[config.mk]
export PLATFORM = sky130hd
export DESIGN_NAME = frame_store_flat
export DESIGN_NICKNAME = d
export VERILOG_FILES = /design/src/rtl/frame_store_pkg.sv /design/src/rtl/frame_store_if.sv /design/src/rtl/frame_bank.sv /design/src/rtl/frame_store.sv /design/src/flat_wrapper.sv
export SDC_FILE = /design/constraint.sdc
export NUM_CORES = 1
export LEC_CHECK = 0
export CAP_MARGIN = 20
export CORE_ASPECT_RATIO = 0.75
export CORE_UTILIZATION = 30
export CTS_CLUSTER_DIAMETER = 80
export CTS_CLUSTER_SIZE = 12
export DETAILED_ROUTE_END_ITERATION = 16
export SYNTH_ARGS = -nofsm -noshare
export SYNTH_HDL_FRONTEND = slang
export SYNTH_SLANG_ARGS = --single-unit
[constraint.sdc]
create_clock -name clock -period 2.16 [get_ports clock]
set_input_delay 0.432 -clock clock [delete_from_list [all_inputs] [get_ports clock]]
set_output_delay 0.432 -clock clock [all_outputs]
set_load 0.01 [all_outputs]
[src/rtl/frame_store_pkg.sv]
// frame_store_pkg: shared row/pixel types and bank-select encoding for the frame store.
// Rev 1.0
`default_nettype none

package frame_store_pkg;

  localparam int ROWS  = 8;
  localparam int COLS  = 16;
  localparam int ROW_W = 3;

  typedef logic [ROW_W-1:0] row_t;
  typedef logic [COLS-1:0]  pix_row_t;

  typedef enum logic {
    BANK_A = 1'b0,
    BANK_B = 1'b1
  } bank_sel_t;

  function automatic bank_sel_t other_bank(input bank_sel_t b);
    return (b == BANK_A) ? BANK_B : BANK_A;
  endfunction

endpackage

`default_nettype wire

[src/rtl/frame_store_if.sv]
// frame_store_if: writer/scanner bus of the frame store; master = game logic + scanner side.
// Rev 1.0
`default_nettype none

interface frame_store_if;
  import frame_store_pkg::*;

  logic     wr_en;
  row_t     wr_row;
  pix_row_t wr_data;
  logic     commit;
  logic     busy;
  logic     wr_drop;
  logic     rd_req;
  row_t     rd_row;
  logic [7:0] col1;
  logic [7:0] col2;
  logic     rd_valid;
  logic     frame_swap;

  modport master (
    output wr_en, wr_row, wr_data, commit, rd_req, rd_row,
    input  busy, wr_drop, col1, col2, rd_valid, frame_swap
  );

  modport slave (
    input  wr_en, wr_row, wr_data, commit, rd_req, rd_row,
    output busy, wr_drop, col1, col2, rd_valid, frame_swap
  );

endinterface

`default_nettype wire

[src/rtl/frame_bank.sv]
// frame_bank: ROWS x COLS register array, synchronous write, async clear, combinational read.
// Rev 1.0
`default_nettype none

module frame_bank
  import frame_store_pkg::*;
(
  input  wire logic clock,
  input  wire logic restart,
  input  wire logic we,
  input  wire row_t     wr_row,
  input  wire pix_row_t wr_data,
  input  wire row_t     rd_row,
  output pix_row_t      rd_data
);

  pix_row_t mem [ROWS];

  for (genvar r = 0; r < ROWS; r++) begin : g_row
    always_ff @(posedge clock or negedge restart) begin
      if (!restart) begin
        mem[r] <= '0;
      end else if (we && (wr_row == row_t'(r))) begin
        mem[r] <= wr_data;
      end
    end
  end

  assign rd_data = mem[rd_row];

endmodule

`default_nettype wire

[src/rtl/frame_store.sv]
// frame_store: double-buffered frame memory; the bank swap happens only on a row-0 scan request.
// Rev 1.0
`default_nettype none

module frame_store
  import frame_store_pkg::*;
(
  input  wire logic    clock,
  input  wire logic    restart,
  frame_store_if.slave bus
);

  bank_sel_t  front;
  bank_sel_t  front_nxt;
  logic       pending;
  logic       swap;
  logic       wr_ok;
  pix_row_t   rd_a;
  pix_row_t   rd_b;
  pix_row_t   rd_sel;
  logic       wr_drop;
  logic       rd_valid;
  logic       frame_swap;
  logic [7:0] col1;
  logic [7:0] col2;

  assign swap      = bus.rd_req && (bus.rd_row == '0) && pending;
  assign front_nxt = swap ? other_bank(front) : front;
  assign wr_ok     = bus.wr_en && !pending;

  frame_bank u_bank_a (
    .clock   (clock),
    .restart (restart),
    .we      (wr_ok && (front == BANK_B)),
    .wr_row  (bus.wr_row),
    .wr_data (bus.wr_data),
    .rd_row  (bus.rd_row),
    .rd_data (rd_a)
  );

  frame_bank u_bank_b (
    .clock   (clock),
    .restart (restart),
    .we      (wr_ok && (front == BANK_A)),
    .wr_row  (bus.wr_row),
    .wr_data (bus.wr_data),
    .rd_row  (bus.rd_row),
    .rd_data (rd_b)
  );

  // Swap-then-read: a row-0 request that swaps already sees the new front.
  assign rd_sel = (front_nxt == BANK_A) ? rd_a : rd_b;

  always_ff @(posedge clock or negedge restart) begin
    if (!restart) begin
      front      <= BANK_A;
      pending    <= 1'b0;
      wr_drop    <= 1'b0;
      rd_valid   <= 1'b0;
      frame_swap <= 1'b0;
      col1       <= 8'h00;
      col2       <= 8'h00;
    end else begin
      front      <= front_nxt;
      wr_drop    <= bus.wr_en && pending;
      rd_valid   <= bus.rd_req;
      frame_swap <= swap;
      if (swap) begin
        pending <= 1'b0;
      end else if (bus.commit) begin
        pending <= 1'b1;
      end
      if (bus.rd_req) begin
        col1 <= rd_sel[15:8];
        col2 <= rd_sel[7:0];
      end
    end
  end

  assign bus.busy       = pending;
  assign bus.wr_drop    = wr_drop;
  assign bus.rd_valid   = rd_valid;
  assign bus.frame_swap = frame_swap;
  assign bus.col1       = col1;
  assign bus.col2       = col2;

endmodule

`default_nettype wire
[src/flat_wrapper.sv]
// flat-port wrapper written by rule: the top's interface ports become plain ports
module frame_store_flat import frame_store_pkg::*;
  (clock, restart, bus_wr_en, bus_wr_row, bus_wr_data, bus_commit, bus_rd_req, bus_rd_row, bus_busy, bus_wr_drop, bus_col1, bus_col2, bus_rd_valid, bus_frame_swap);
  frame_store_if bus_i ();
  input  wire logic clock;
  input  wire logic restart;
  input wire logic [$bits(bus_i.wr_en)-1:0] bus_wr_en;
  input wire logic [$bits(bus_i.wr_row)-1:0] bus_wr_row;
  input wire logic [$bits(bus_i.wr_data)-1:0] bus_wr_data;
  input wire logic [$bits(bus_i.commit)-1:0] bus_commit;
  input wire logic [$bits(bus_i.rd_req)-1:0] bus_rd_req;
  input wire logic [$bits(bus_i.rd_row)-1:0] bus_rd_row;
  output wire logic [$bits(bus_i.busy)-1:0] bus_busy;
  output wire logic [$bits(bus_i.wr_drop)-1:0] bus_wr_drop;
  output wire logic [$bits(bus_i.col1)-1:0] bus_col1;
  output wire logic [$bits(bus_i.col2)-1:0] bus_col2;
  output wire logic [$bits(bus_i.rd_valid)-1:0] bus_rd_valid;
  output wire logic [$bits(bus_i.frame_swap)-1:0] bus_frame_swap;
  assign bus_i.wr_en = bus_wr_en;
  assign bus_i.wr_row = bus_wr_row;
  assign bus_i.wr_data = bus_wr_data;
  assign bus_i.commit = bus_commit;
  assign bus_i.rd_req = bus_rd_req;
  assign bus_i.rd_row = bus_rd_row;
  assign bus_busy = bus_i.busy;
  assign bus_wr_drop = bus_i.wr_drop;
  assign bus_col1 = bus_i.col1;
  assign bus_col2 = bus_i.col2;
  assign bus_rd_valid = bus_i.rd_valid;
  assign bus_frame_swap = bus_i.frame_swap;
  frame_store u_core (.clock(clock), .restart(restart), .bus(bus_i));
endmodule
After elaboration in Yosys (flattened, before gate mapping)

Cells that the tools add are included.

Register bits: 277
Input port bits: 27
Output and inout port bits: 20

Order comparisons: 1
Eq/ne operators: 7
Mux-type cells: 11
Bitwise gates (word level): 2
Reduce and logical (&&, ||, !) cells: 26

Operators by type and width:

| kind                                                             | count |
|---|---|
| 16-bit binary-select mux with 3-bit select                       | 2 |
| 16-bit two-way mux                                               | 5 |
| 1-bit logical AND                                                | 22 |
| 3-bit == test (second input constant)                            | 4 |
| 3-bit by 2-bit == test with 1-bit output (second input constant) | 2 |
| 3-bit zero test                                                  | 2 |
| 4-bit >= comparator (second input constant)                      | 1 |
| 1-bit two-way mux                                                | 4 |
| 3-bit inverter with 4-bit output                                 | 1 |
| 3-bit by 1-bit == test with 1-bit output (second input constant) | 1 |
| 2-bit nonzero test                                               | 1 |
| 1-bit zero test                                                  | 1 |
| 1-bit inverter                                                   | 1 |

Depth between registers and ports, before layout

Depth in word-level cells: 5
Mapped depth: 7
Depth with buffers taken out: 4

Cells and area by module

Synthesis repeated with hierarchy kept, for this count alone.

Cells, all modules: 853
Area, all modules: 13430.4 um^2

Modules (own cells, without submodules):

| module      | times used | cells an instance | area an instance (um^2) |
|---|---|---|---|
| frame_bank  | 2          | 336               | 5933.2 |
| frame_store | 1          | 181               | 1564.0 |

Worst setup path before layout

Ideal clock, no wire load.

Path type: flip-flop to flip-flop
Start point: register u_core.pending, in the netlist u_core.bus.busy
End point: register u_core.u_bank_b.mem[21] (netlist bit)
Setup time: 0.125 ns
Arrival time: 1.760 ns
Required time: 2.035 ns
Path slack: 0.275 ns
Stages on the path, launching flop included: 6
Path buffers: 2
Period minus slack after synthesis: 1.885 ns
Cells stage by stage: dfrtp_1 > buf_6 > nor3b_4 > nor3b_4 > buf_6 > mux2_2

Cells in the longest elaborated chain, start to end: 4

Ends and longest elaborated chain:

| what                           | RTL line          | text |
|---|---|---|
| start: declaration             | frame_store.sv:15 | `logic pending;` |
| start signal: assignment       | frame_store.sv:57 | `pending <= 1'b0;` |
| start signal: assignment       | frame_store.sv:69 | `pending <= 1'b0;` |
| start signal: assignment       | frame_store.sv:71 | `pending <= 1'b1;` |
| 1-bit zero test                | frame_store.sv:29 | `assign wr_ok = bus.wr_en && !pending;` |
| 1-bit logical AND              | frame_store.sv:29 |  |
| 1-bit logical AND              | frame_store.sv:44 | `.we (wr_ok && (front == BANK_A)),` |
| 1-bit logical AND              | frame_bank.sv:23  | `end else if (we && (wr_row == row_t'(r))) begin` |
| end signal: indexed assignment | frame_bank.sv:24  | `mem[r] <= wr_data;` |
| end: declaration               | frame_bank.sv:17  | `pix_row_t mem [ROWS];` |

Every way passes these cells.
A chain may end at the register's enable or synchronous reset.

Worst setup path after layout

Start point: register u_core.col1[5], in the netlist u_core.bus.col1[5]
End point: output bus_col1[5]

RTL lines:

| what                     | RTL line           | text |
|---|---|---|
| start: declaration       | frame_store.sv:24  | `logic [7:0] col1;` |
| start signal: assignment | frame_store.sv:74  | `col1 <= rd_sel[15:8];` |
| end: declaration         | flat_wrapper.sv:15 | `output wire logic [$bits(bus_i.col1)-1:0] bus_col1;` |

No word-level cell between the ends.

==> metrics.cfg <==
[status]
status = completed

[routing]
drt_iter0_markers = 503
postRouteAntennaNets = 0
wire_per_inst_um = 22.0
totalWireLength_mm = 33.5
drtPass1Iterations = 6
avgViaCountPerCell = 4.98
vias = 7591
drc_errors = 0

[timing]
relSlewSlack_pct = 57.3
setup_tns_ns = 0
timing.fmax_mhz = 502
fin_crit_ns = 1.99
whs_ns = 0.391
setup_viol = 0
hold_viol_final = 0
fin_crit_sh_pct = 92.3
rsz0062_at_grt = no
worstMarginPinSlew_ns = 0.639
slew_viol_final = 0
fin_skew_ns = 0.0138

[worst_setup_path]
crit_required_ns = 1.73
cp_num_buf_inv = 1
arrival_ns = 1.56
critPathKind = reg -> out
start_kind = flop
cp_top_family = buffers and inverters
crit_path_max_incr_delay_ns = 0.61
path_cells = clkdlybuf4s50_1
cp_slowest_cell = clkdlybuf4s50_1
critPathCaptureType = output port
crit_fanout = 2

[power]
vdd_ir_drop_max_v = 0.000534
power_density_nw_per_um2 = 828
power_leakage_uw = 0.00725

[place]
portBuffers = 46
gp_congestion = 0.779
place.detailed.hpwl_mm = 22.4
dp.cells = 1491

[synthesis]
synth-xor-area-share_pct = 0
synthCells = 859
synth_simple_gate_area_share_pct = 3.61
ys_seq_area_share_pct = 54.2
synth_compound_area_share_pct = 5.32
syn-num-nets = 886
syn-cell-area_um2 = 12800
syn_avg_cell_area_um2 = 14.9
synth.distinct_cells = 40
synthMuxAreaShare_pct = 33.5
synth_fa_ha_area_share_pct = 0
synth_top_family_by_area = multiplexers
ys_ff_latch = 277
ys_warn_count = 0

[clock_network]
cts_root_buf = clkbuf_16
insertion_delay_ns = 0.55
clock_path_buffers = 3
clock_sinks = 277
h-tree-depth = 1
cts_tree = built
numCtsBuffers = 27
path_clk_slew_ns = 0.06

[grt]
grt_max_degree = 67
grt-ovfl-total = 0
grt_pass1_wl_mm = 52.6
grt_pass1_vias = 8162
grt_util_all_layers_pct = 16.0
grt_antenna_before_repair = 0

[floorplanning]
fp.dieW_um = 241
initial_core_util_pct = 30.4
dieArea_um2 = 43500
coreArea_um2 = 42000
rows = 65
top_level_ports = 47
die_y_um = 181

[flow_run]
max-cap-violations = 0

[min_path]
hp-class = in -> reg

[layout]
stdcell_count = 1523
num-nets-final = 980
final_core_util_pct = 36.6
final_layout_size_suffix_gt1_share_pct = 45.3
fillers = 3982
num_antenna_cells = 0
syn_to_final_growth_pct = 20.3

-- logic make-up after synthesis --
family,count (synthesis)
AOI/OAI and AO/OA,82
muxes,352
and+or+nand+nor,72
buffers and inverters,76
DFF,277
-- worst reg2reg max path, stage by stage (launching register included) --
cell     delay, ns
dfrtp_2       0.41
buf_4         0.19
nor3b_4       0.32
and2b_2       0.27
nand2_4       0.22
mux2_4        0.37
-- path summary, 6_finish.rpt --
check | start | slack [ns] | endpoint | cells past startpoint
max | u_core.bus.col1[5] | 0.17 | bus_col1[5] | 1
min reg2reg | u_core.bus.col2[1] | 0.49 | u_core.bus.col2[1] | 2
min | bus_rd_row[1] | 0.39 | u_core.bus.frame_swap | 3
max reg2reg | u_core.bus.busy | 0.26 | u_core.u_bank_b.mem[126] | 5
min in group asynchronous | restart | 0.45 | u_core.u_bank_a.mem[8] | 2
max in group asynchronous | restart | 0.99 | u_core.u_bank_a.mem[109] | 3
-- through the flow --
stage | setup slack (ns) | total power, µW | area (µm²)
after floorplan | 0.275 | 7670 | 12800
after global placement | -0.0751 | 8680 | 14700
after detailed placement | -0.0850 | 8750 | 14700
after CTS | 0.0203 | 12900 | 15400
after global routing | 0.0994 | 13400 | 15400
final | 0.167 | 12700 | 15400
-- power breakdown --
part	leakage [µW]	total (µW)	switching, µW	internal [µW]
Combinational	0.00318	2320	1020	1310
Clock	0.000344	4120	1900	2210
Sequential	0.00373	6310	402	5910
-- flip-flops by register name (all words and copies together), names as in the netlist --
signal                 flops
u_core.bus.busy            1
u_core.bus.col1            8
u_core.bus.col2            8
u_core.bus.frame_swap      1
u_core.bus.rd_valid        1
u_core.bus.wr_drop         1
u_core.front               1
u_core.u_bank_a.mem      128
u_core.u_bank_b.mem      128
-- cell type report --
class                           instances  area (µm²)  share of cell area, %
Sequential cell                       277        6930                   45.0
Multi-Input combinational cell        506        5440                   35.3
Timing Repair Buffer                  139        1600                   10.4
Tap cell                              569         712                   4.63
Clock buffer                           28         679                   4.41
Clock inverter                          2        20.0                  0.130
Inverter                                2        7.51                 0.0488
-- per-layer routing --
metal	share of wire, %	track usage, %
met1	48	23.5
met2	47	24.9
met3	3.9	2.40
met4	1.9	3.62
met5	0	0
-- what timing repair did --
action	in CTS	in global routing
endpoints found under the setup margin	1	1
hold buffers	1	0
gates resized for setup	1	0
endpoints found under the hold margin	58	0
setup buffers	0	1
-- Yosys cell counts (all sizes together) --
library cell	n	area share, %
and2	2	0.098
nor3	1	0.078
mux4	32	5.6
buf	47	2.6
o31ai	16	0.94
mux2	256	23
mux2i	64	5.0
and3b	1	0.068
inv	2	0.059
nand2	25	0.85
nand3	3	0.23
nand3b	2	0.15
and4	1	0.068
dfrtp	277	54
and3	4	0.20
nor3b	2	0.29
nor2b	20	1.0
nor2	8	0.31
a2111oi	3	0.31
nand4	1	0.098
and2b	2	0.13
a31o	1	0.068
a22oi	35	2.1
a221oi	13	1.1
clkbuf	27	0.79
a31oi	1	0.098
a211oi	13	0.76
-- layout by cell type, fill, tap and decap left out, types with 13 or more instances in the layout --
| cell type | netlist | routed |
|---|---|---|
| a211oi_1 | 13 | 13 |
| a22oi_1 | 35 | 35 |
| buf_12 | 0 | 36 |
| buf_4 | 14 | 57 |
| clkbuf_16 | 0 | 27 |
| clkdlybuf4s50_1 | 0 | 42 |
| dfrtp_1 | 277 | 276 |
| mux2_2 | 240 | 240 |
| mux2i_1 | 64 | 64 |
| mux4_2 | 32 | 32 |
| nand2_1 | 23 | 23 |
| nor2b_1 | 19 | 19 |
| o31ai_1 | 16 | 16 |
Note: power is estimated with default switching activity, not from simulation.
